`config.mk`:
```
export PLATFORM = sky130hd
export DESIGN_NAME = pow_n_pipelined_axis
export DESIGN_NICKNAME = d
export VERILOG_FILES = /design/src/rtl/pow_n_pipelined_axis.sv
export SDC_FILE = /design/constraint.sdc
export NUM_CORES = 2
export LEC_CHECK = 0
export CORE_MARGIN = 2
export CORE_UTILIZATION = 65
export DETAILED_ROUTE_END_ITERATION = 10
export GPL_TIMING_DRIVEN = 0
export PLACE_DENSITY = 0.85
export SLEW_MARGIN = 20
export SYNTH_ARGS = -nofsm -noshare
export SYNTH_HDL_FRONTEND = slang
export SYNTH_SLANG_ARGS = --single-unit
```
`constraint.sdc`:
```
create_clock -name clk_i -period 12.91 [get_ports clk_i]
set_clock_uncertainty 0.2 [all_clocks]
set_input_delay 3.2275 -clock clk_i [delete_from_list [all_inputs] [get_ports clk_i]]
set_output_delay 3.2275 -clock clk_i [all_outputs]
set_load 0.01 [all_outputs]
```
`src/rtl/pow_n_pipelined_axis.sv`:
```
// rtl/pow_n_pipelined_axis.sv - x^POW stream pipeline, one multiplier per stage, full tready backpressure
// Stage k holds x^(k+1) in the low (k+1)*DATA_WIDTH bits of a POW*DATA_WIDTH-wide register.
module pow_n_pipelined_axis #(
    parameter int DATA_WIDTH = 8,
    parameter int POW        = 5
) (
    input  logic                       clk_i,
    input  logic                       rst_i,
    input  logic [DATA_WIDTH-1:0]      s_tdata_i,
    input  logic                       s_tvalid_i,
    input  logic                       s_tlast_i,
    output logic                       s_tready_o,
    output logic [POW*DATA_WIDTH-1:0]  m_tdata_o,
    output logic                       m_tvalid_o,
    output logic                       m_tlast_o,
    input  logic                       m_tready_i,
    output logic                       busy_o
);

    localparam int PW = POW * DATA_WIDTH;

    logic [POW-1:0]                 v_q, v_d;
    logic [POW-1:0]                 last_q, last_d;
    logic [POW-1:0]                 adv;
    logic [POW-1:0]                 load;
    logic [POW-2:0][DATA_WIDTH-1:0] x_q, x_d;
    logic [POW-1:0][PW-1:0]         p_q, p_d;

    // Advance resolves from the output stage backwards so a full pipe can shift while draining.
    always_comb begin
        adv = '0;
        adv[POW-1] = v_q[POW-1] & m_tready_i;
        for (int k = POW - 2; k >= 0; k--) begin
            adv[k] = v_q[k] & (~v_q[k+1] | adv[k+1]);
        end
        load = ~v_q | adv;
    end

    always_comb begin
        v_d    = v_q;
        last_d = last_q;
        x_d    = x_q;
        p_d    = p_q;

        if (load[0]) begin
            v_d[0]    = s_tvalid_i;
            last_d[0] = s_tlast_i;
            x_d[0]    = s_tdata_i;
            p_d[0]    = {{(PW - DATA_WIDTH){1'b0}}, s_tdata_i};
        end

        for (int k = 1; k < POW; k++) begin
            if (load[k]) begin
                v_d[k]    = v_q[k-1] & adv[k-1];
                last_d[k] = last_q[k-1];
                p_d[k]    = p_q[k-1] * {{(PW - DATA_WIDTH){1'b0}}, x_q[k-1]};
            end
        end

        // The last stage has no consumer for x, so the delay line stops one stage short.
        for (int k = 1; k < POW - 1; k++) begin
            if (load[k]) begin
                x_d[k] = x_q[k-1];
            end
        end
    end

    always_ff @(posedge clk_i) begin
        if (rst_i) begin
            v_q    <= '0;
            last_q <= '0;
            x_q    <= '0;
            p_q    <= '0;
        end else begin
            v_q    <= v_d;
            last_q <= last_d;
            x_q    <= x_d;
            p_q    <= p_d;
        end
    end

    // Ready is held low during reset so nothing offered in that cycle counts as accepted.
    assign s_tready_o = load[0] & ~rst_i;
    assign m_tdata_o  = p_q[POW-1];
    assign m_tvalid_o = v_q[POW-1];
    assign m_tlast_o  = last_q[POW-1];
    assign busy_o     = |v_q;

endmodule

```
# Word level (Yosys, flattened, before mapping)
# Cells that the tools add are included.
# classes
n_reduce_logical	1
n_mul	4
n_bitwise	21
# ops
operator	count
40-bit by 8-bit multiplier with 40-bit output	3
8-bit by 8-bit multiplier with 16-bit output	1
1-bit AND	10
1-bit inverter	5
5-bit inverter	1
5-bit bitwise OR	1
5-bit OR reduction	1
1-bit bitwise OR	4
# word_totals
output_inout_bits	44
reg_bits	202
input_bits	13

# Longest topological paths before layout
# logic_depth
depth_word	11
mapped_depth	22

# Worst setup path before layout
# Ideal clock, no wire load.
# synth_timing
kind	input to output
start	input rst_i
end	output s_tready_o
t_required_ps	9482
arrival_time_ps	4405
path_slack_ps	5078
stages	4
path_cell_list	clkdlybuf4s50_2 clkbuf_1 clkbuf_1 nor2_1
# synth_via
elab_chain_cells	2
# synth_rtl
element	line	text
start, declared	8	input logic rst_i,
1-bit inverter	83	assign s_tready_o = load[0] & ~rst_i;
1-bit AND	83	
end, declared	12	output logic s_tready_o,
# No other way between the ends.

# Worst setup path after layout
# Same ends and word-level chain as after synthesis.

==> qor.yml <==
cp.arrival_ns: 6.06
route.detailed.drc: 0
syn_area_sq_mm: 0.02567
nets: 3708
rows: 72
routed_via_density: 5.831
h-tree-depth: 4
path_cells: "clkdlybuf4s50_2 > clkbuf_1 > clkbuf_1 > nor2_1 > clkdlybuf4s50_1"
setup-violations-final: 0
gp_congestion: 0.9113
synth_nets: 3634
start_util_pct: 66.10
tns_ns: 0
place_inst: 3561
initialDrtViolationCount: 1619
cpMostUsedCell: "clkbuf_1"
grtUsageTotal_pct: 34.77
max_slew_margin_pct: 26.50
worstSetupPathType: "input pin to output port"
required_ns: 9.48
synthToLayoutAreaGrowth_pct: 7.117
synthCells: 2988
instances_no_fill: 3593
crit_fanout: 10
cts.repair.resized: 0
vias: 20950
clockRootBuffer: "clkbuf_16"
synth-edff-count: 0
synth_cell_types: 80
ys_warn_count: 0
synth-main-ff-cell: "dfxtp_1"
clk_latency_ns: 0.45
ys_seq_area_share_pct: 12.17
total_power_mw: 1.277
synth-seq-cells: 156
cap_violations: 0
antenna_cells: 0
grt-ovfl-total: 0
grt_util_met2_pct: 59.38
p_per_area_mw_per_mm2: 46.45
wl_um: 68180
first_pass_iters: 6
vdd_drop_max_v: 0.00008624
p_leak_nw: 13.70
ctsLongestPathBuffers: 2
outcome: "completed"
slew_violations: 0
finalCritPeriodShare_pct: 73.48
cts_num_sinks: 156
rsz0062_at_grt: "false"
cts_tree: "built"
numCtsBuffers: 17
ctsHoldBuffers: 0
place_hpwl_um: 54430
fin_util_pct: 70.81
worst_pin_slew_ns: 1.103
layout-drive-gt1-share_pct: 3.772
cpPeakStageDelay_ns: 0.85
hold_viol: 0
fmax_ghz: 0.1054
grt-busiest-layer: "met2"
routedWlPerCell_um: 18.97
antenna_found_initial: 0
hold_class: "flop to flop"
use_met1_pct: 42.44
dieHeight_um: 202.7
nFillCells: 2908
antenna_left: 0
grt_max_degree: 17
io_buffers: 55
die_w_um: 202.7
synthArstFlopShare_pct: 0
path_clk_slew_ns: 0.07
core_sq_mm: 0.03883
crit_path_start_kind: "input pin"
synth_area_per_cell_sq_um: 8.590
grt_pass1_vias: 22460
period_minus_slack_ns: 9.486
cpMaxStageDelayCell: "clkbuf_1"
design.die.area_sq_mm: 0.04109
setup.worst_path.end_class: "output port"
postCtsSetupBuffers: 0
grt_pass1_wl_um: 112300
use_met3_pct: 6.180
io_pins: 57
where the power goes:
group / internal, mW / total (mW) / switching [mW]
logic: 0.0787 / 0.205 / 0.126
registers: 0.496 / 0.530 / 0.0330
clock network: 0.321 / 0.543 / 0.221
total: 0.896 / 1.28 / 0.381
worst paths after layout:
| check | startpoint | endpoint | slack (ns) | cells past startpoint |
|---|---|---|---|---|
| worst max-delay path | rst_i | s_tready_o | 3.42 | 5 |
| worst min-delay path | m_tdata_o[15]$_SDFFE_PP0P_ | m_tdata_o[15]$_SDFFE_PP0P_ | 0.25 | 2 |
| worst max register to register | x_q[26]$_SDFFE_PP0P_ | m_tdata_o[39]$_SDFFE_PP0P_ | 6.18 | 20 |
| worst min register to register | m_tdata_o[15]$_SDFFE_PP0P_ | m_tdata_o[15]$_SDFFE_PP0P_ | 0.25 | 2 |
critical path, delay by kind of cell:
kind,cells,cell delay [ns]
buffers and inverters,4,2.73
and+or+nand+nor,1,0.10
flip-flops by register name, summed over array words and instances (netlist names):
signal	flops
p_q	82
x_q	24
last_q	5
m_tdata_o	40
v_q	5
final cells by class:
class	count	area (sq um)	share of cell area, %
multi-input cells	2235	20130	73.21
inverters	412	1546	5.625
plain buffers	185	869.6	3.163
flip-flops and latches	156	3123	11.36
repair buffers	55	550.5	2.002
clock buffers	20	466.7	1.698
well taps	518	648.1	2.357
clock inverters	12	161.4	0.5871
layer usage:
layer	up-vias	part of all wire, %
met5	-	0
met4	0	5.3
met3	248	8.0
met2	946	49
met1	10380	38
li1	9376	-
cell usage after synthesis (all sizes together) (5+ instances only):
master	number	area, sq um
nand4	6	37.54
o21ai	46	241.5
o31ai	6	58.81
ha	188	2352
o21a	19	142.6
nand2	509	1911
a22o	5	43.79
clkbuf	130	489.2
a21oi	182	914.6
and2	412	2579
or3	8	51.30
a211oi	27	212.7
xnor2	62	543.0
or2	5	31.28
a21o	35	265.3
and3	15	97.59
nand3	18	90.09
nor2b	13	81.33
nor2	88	330.3
xor2	30	262.8
o211ai	5	42.54
dfxtp	156	3123
nand3b	5	37.54
a211o	8	70.07
a31oi	12	75.07
inv	412	1546
o21bai	6	45.04
buf	54	369.1
fa	445	8909
nand2b	9	56.30
nor3	22	121.4
stage by stage:
step | cell area (sq um) | worst slack [ns] | hold slack, ns
2_1_floorplan | 25670 | 5.078 | 0.2321
3_3_place_gp | 26860 | 3.548 | 0.2396
3_5_place_dp | 26860 | 3.520 | 0.2444
4_1_cts | 27490 | 3.516 | 0.2533
5_1_grt | 27490 | 3.381 | 0.2733
6_report | 27490 | 3.424 | 0.2540
cells by family (layout without fill, tap and decap cells):
family	after synthesis	in the layout	synth area share, %
muxes	2	2	0.08287
xor gates and xnor gates	92	92	3.139
adders and majority gates	633	633	43.87
DFF	156	156	12.17
and+or+nand+nor	1128	1128	21.77
buffers and inverters	597	684	9.413
AOI/OAI and AO/OA	380	380	9.555
cells in the final DEF (no fill, tap or decap), types with 13 or more instances in the layout:
cell type	count
nor3_1	21
and2_1	411
nor2b_1	13
a211oi_1	25
clkdlybuf4s50_1	55
o21ai_0	33
nand2_1	509
xor2_1	30
a21o_1	33
o21a_1	19
clkbuf_16	17
dfxtp_1	156
xnor2_1	62
fa_1	445
clkbuf_1	129
inv_1	412
buf_4	42
a21oi_1	181
nor2_1	88
nand3_1	18
ha_1	188
Power figures use the tool's default switching activity.
==> patch 1 (same settings) <==
The parameter `POW` goes from 5 to 4.
--- a/src/rtl/pow_n_pipelined_axis.sv
+++ b/src/rtl/pow_n_pipelined_axis.sv
@@ -2,7 +2,7 @@
 // Stage k holds x^(k+1) in the low (k+1)*DATA_WIDTH bits of a POW*DATA_WIDTH-wide register.
 module pow_n_pipelined_axis #(
     parameter int DATA_WIDTH = 8,
-    parameter int POW        = 5
+    parameter int POW        = 4
 ) (
     input  logic                       clk_i,
     input  logic                       rst_i,
Ports: changed (resized m_tdata_o); port bits go from 57 to 49. No check against the original RTL was run, so the function may have changed too.
==> patch 1 against the original RTL <==
Sequential cell count is 53 lower. Power decreased by 35%. Setup slack worse by 460 ps. Combinational power decreased by 8%. Routed wire length down 42%. Sequential power is 32% lower. Worst hold slack about the same. Fmax shrank 4.6%. Area after synthesis fell by 39%. The run now ends with design-rule violations left. Cell area is 39% lower.
==> patch 1: results (changes against the original RTL) <==
- Hold path endpoint: m_tdata_o[17]
- P per Cell Area: 49.3 nW/um^2 (+6.2%)
- Post-DP HPWL: 32100 um (-41%)
- Post-Synth XOR/XNOR Area: 0.0262 (-0.00516)
- Worst R2R End: m_tdata_o[31]
- Flop+latch power: 360 uW (-32%)
- Mapped Nets: 2218 (-39%)
- Share of cells above drive strength 1: 0.0390 (+0.00126)
- Met3 Use GR: 0.0458 (-0.0160)
- Iter 0 DRT Violations: 872 (-46%)
- Biggest consumer: sequential cells
- I/O Buffers: 48 (-13%)
- Cell variety after synth: 72 (-10%)
- Number of flip-flops in the largest register: 47 (-43%)
- Initial antenna violation count: 0 (unchanged)
- Pre-CTS setup slack: 3060 ps (-457 ps)
- TritonRoute pass-1 iters: 10 (+4)
- Post-synthesis sequential area ratio: 0.131 (+0.00975)
- Worst hold start: m_tdata_o[17]
- GR Util met2: 0.558 (-0.0357)
- Nets: 2277 (-39%)
- Met2 wire len: 19200 um (-42%)
- Mux contribution to synthesized area: 0.00136 (+0.000527)
- Vias in the first global route: 13500 (-40%)
- Final worst path period share: 0.770 (+0.0357)
- Routed WL: 39800 um (-42%)
- CTS buffer count: 9 (-8)
- Static Leak: 0.00867 uW (-37%)
- Failing checks: design-rule violations
- H-tree levels: 3 (-1)
- Max VDD drop: 0.0575 mV (-33%)
- Global-route met1 utilization: 0.404 (-0.0208)
- Min Hold Slack: 254 ps (-0.0560 ps)
- Worst R2R Setup Slack: 7230 ps (+1050 ps)
- Met1 wire length: 16000 um (-38%)
- Synth area leaders: fa_1 31%, dfxtp_1 13%, and2_1 10%
- Arr. time, crit path: 6520 ps (+460 ps)
- Clock Power Share: 0.341 (-0.084)
- DRC errors left: 1 (+1)
- Switching portion of total power: 0.342 (+0.0435)
- Tot GR Track Use: 0.324 (-0.0233)
- Clock latency on the worst-skew pair: 360 ps (-90 ps)
- Synth Area in Adders: 0.413 (-0.0256)
- Setup Fix Bufs, Post-CTS: 0 (unchanged)
- Met3 Wirelength: 2590 um (-53%)
- Synth Area in Compound Gates: 0.116 (+0.0203)
- Top routing layer used: met4
- R2R depth: 15 (-25%)
- Routability congestion estimate: 0.953 (+4.6%)
- Pin count of the biggest net entering global routing: 21 (+4)
- Outcome: complete, but fails checks
- Slew margin rel.: 0.304 (+0.0390)
## patch 1: cell count changes after synthesis, sizes merged, moves of 17 or more
cell    change
a21oi      -76
ha         -62
and2      -160
dfxtp      -53
xnor2      -28
clkbuf     -53
fa        -200
xor2       -17
nand2     -257
nor2       -27
inv       -144
## patch 1: final cells by class
cell class | instances | area [um^2]
Clock buffer | 9 | 225
Multi-Input combinational cell | 1347 | 12100
Inverter | 268 | 1010
Sequential cell | 103 | 2060
Buffer | 116 | 563
Tap cell | 319 | 399
Timing Repair Buffer | 48 | 480
Fill cell | 1792 | 6740
Clock inverter | 7 | 75.1
## patch 1: stage by stage
step | util | std cells | area (um^2)
after floorplan | - | 1834 | 15700
after global routing | 0.714 | 2217 | 16900
after CTS | 0.714 | 2217 | 16900
after detailed placement | 0.702 | 2201 | 16600
final | 0.714 | 2217 | 16900
after global placement | 0.702 | 2201 | 16600
==> patch 2 (config.mk and constraints unchanged) <==
Without the edit above. Make the reset (`rst_i`) asynchronous in one clocked block.
--- a/src/rtl/pow_n_pipelined_axis.sv
+++ b/src/rtl/pow_n_pipelined_axis.sv
@@ -65,7 +65,7 @@
         end
     end
 
-    always_ff @(posedge clk_i) begin
+    always_ff @(posedge clk_i or posedge rst_i) begin
         if (rst_i) begin
             v_q    <= '0;
             last_q <= '0;
Function: differs if rst_i is asserted again (counterexample within 4 cycles, from zero or initial values and one cycle with rst_i high); with rst_i held inactive, the same outputs for 4 cycles.
==> patch 2 against the original RTL <==
First-iteration DRC count down 10%. Die area grew 0.44%. Count of clock-buffer cells in the layout is the same. Routed wire length fell by 5.9%. Cell area rose by 0.42%. Sequential cell count is the same. Fmax is 3.9% lower. Critical endpoint unchanged. Setup slack worse by 390 ps. Register-to-register slack worse by 250 ps. Area after synthesis increased by 0.45%.
Power is not shown: default switching activity piles up to over one toggle a cycle in this logic, so the estimate is an artifact.
==> patch 2: results (changes against the original RTL) <==
- Placed Cells incl. Taps: 3430 (-3.7%)
- Share of cells above drive strength 1: 0.0377 (about the same)
- Arr. time, crit path: 6440 ps (+380 ps)
- CTS max path bufs: 2 (unchanged)
- Synth warn: 0 (unchanged)
- Antenna Cells: 0 (unchanged)
- CP Max Fanout: 10 (unchanged)
- Min-Delay Path Class: reg2reg
- Pin count of the biggest net entering global routing: 93 (+76)
- Pre-CTS setup slack: 3110 ps (-409 ps)
- Number of flip-flops in the largest register: 74 (-9.8%)
- Tot GR Track Use: 0.328 (-0.0196)
- Worst R2R Setup Slack: 5930 ps (-250 ps)
- Vias per inst: 5.76 (-1.2%)
- Post-synthesis sequential area ratio: 0.151 (+0.0297)
- Post-synth top flop: dfrtp_1
- FILL cells: 2840 (-2.3%)
- Synth Area per Inst: 9.03 um^2 (+5.1%)
- Synth area leaders: fa_1 35%, dfrtp_1 15%, and2_1 9.9%
- Worst hold start: m_tdata_o[23]
- Area leader, netlist: fa_1
- CP delay by family, top: buffers and inverters
- Reg clk slew, reported paths: roughly 60 ps
- Outcome: complete, no violations
- Initial antenna violation count: 0 (unchanged)
- CTS buffer count: 17 (unchanged)
- Crit-path max cell delay: 580 ps (-270 ps)
- WHS Path Cells: 2 (unchanged)
- I/O Buffers: 56 (+1.8%)
- H-tree levels: 4 (unchanged)
- TritonRoute pass-1 iters: 5 (-1)
- CTS resizes: 0 (unchanged)
- Setup Fix Bufs, Post-CTS: 0 (unchanged)
- Slew margin rel.: 0.380 (+0.115)
- Min Hold Slack: 269 ps (+15.1 ps)
- Routed WL: 64200 um (-5.9%)
- Vias in the first global route: 21700 (-3.6%)
- Async set-reset flop share out of synthesis: 1.00 (+1.00)
- Worst Setup SP: m_tready_i
- First-pass GRT wire length: 106000 um (-5.2%)
- Cell variety after synth: 78 (-2.5%)
- Clock Root Buffer: clkbuf_16
- Hold path endpoint: m_tdata_o[23]
- Slowest library cell on the worst path: clkbuf_1
- Routability congestion estimate: 0.931 (+2.1%)
- Post-DP HPWL: 51200 um (-6.0%)
- Iter 0 DRT Violations: 1450 (-10%)
- Clock latency on the worst-skew pair: 480 ps (+30 ps)
- R2R depth: 21 (+5.0%)
- Placed cell area: 27000 um^2 (+0.60%)
- Reg2reg start: x_q[26]
- Worst R2R End: m_tdata_o[39]
- Biggest register: p_q
- Total congestion overflow: 0 (unchanged)
- Fin util: 0.709 (+0.00135)
- Synth cell count leaders: 445 x fa_1, 430 x inv_1, 418 x nand2_1
- Final std cells w/o fill: 3462 (-3.6%)
- Nets: 3577 (-3.5%)
==> patch 2: cell types whose count changed in the layout (fill, tap and decap cells not counted), moves of 17 or more <==
cell	change
dfrtp_1	+156
inv_1	+17
xor2_1	+18
a21oi_1	-52
nand2_1	-91
a211oi_1	-20
nor2_1	+17
dfxtp_1	-156
o21ai_0	+43
==> patch 2: logic make-up after synthesis <==
kind of cell,count (synthesis),synth area share
muxes,10,0.00422
buffers and inverters,593,0.0932
AOI/OAI and AO/OA,344,0.0847
and+or+nand+nor,1023,0.197
adders and majority gates,633,0.437
DFF,156,0.151
xor gates and xnor gates,96,0.0326
==> patch 2: worst max path at each step <==
stage                     slack [ps]         end
after floorplan                 5020  s_tready_o
after global placement          3160  s_tready_o
after detailed placement        3110  s_tready_o
after CTS                       3100  s_tready_o
after global routing            2920  s_tready_o
final                           3040  s_tready_o
==> patch 2: per-layer routing <==
| metal | track usage | vias up | part of all wire |
|---|---|---|---|
| met5 | 0 | - | 0 |
| met4 | 0.206 | 0 | 0.064 |
| met3 | 0.0569 | 264 | 0.068 |
| met2 | 0.561 | 849 | 0.50 |
| met1 | 0.386 | 9936 | 0.37 |
| li1 | - | 8891 | - |
==> patch 2: worst min-delay path, stage by stage (launching register included) <==
cell and delay (ps):
dfrtp_1 340, nand2_1 50, nand2_1 50
==> patch 2: final cells by class <==
type | count | area share
tap | 518 | 0.0235
timing repair buffer | 57 | 0.0213
sequential | 156 | 0.141
clock inverter | 12 | 0.00494
multi-input combinational | 2106 | 0.705
buffer | 163 | 0.0286
inverter | 430 | 0.0587
clock buffer | 20 | 0.0162
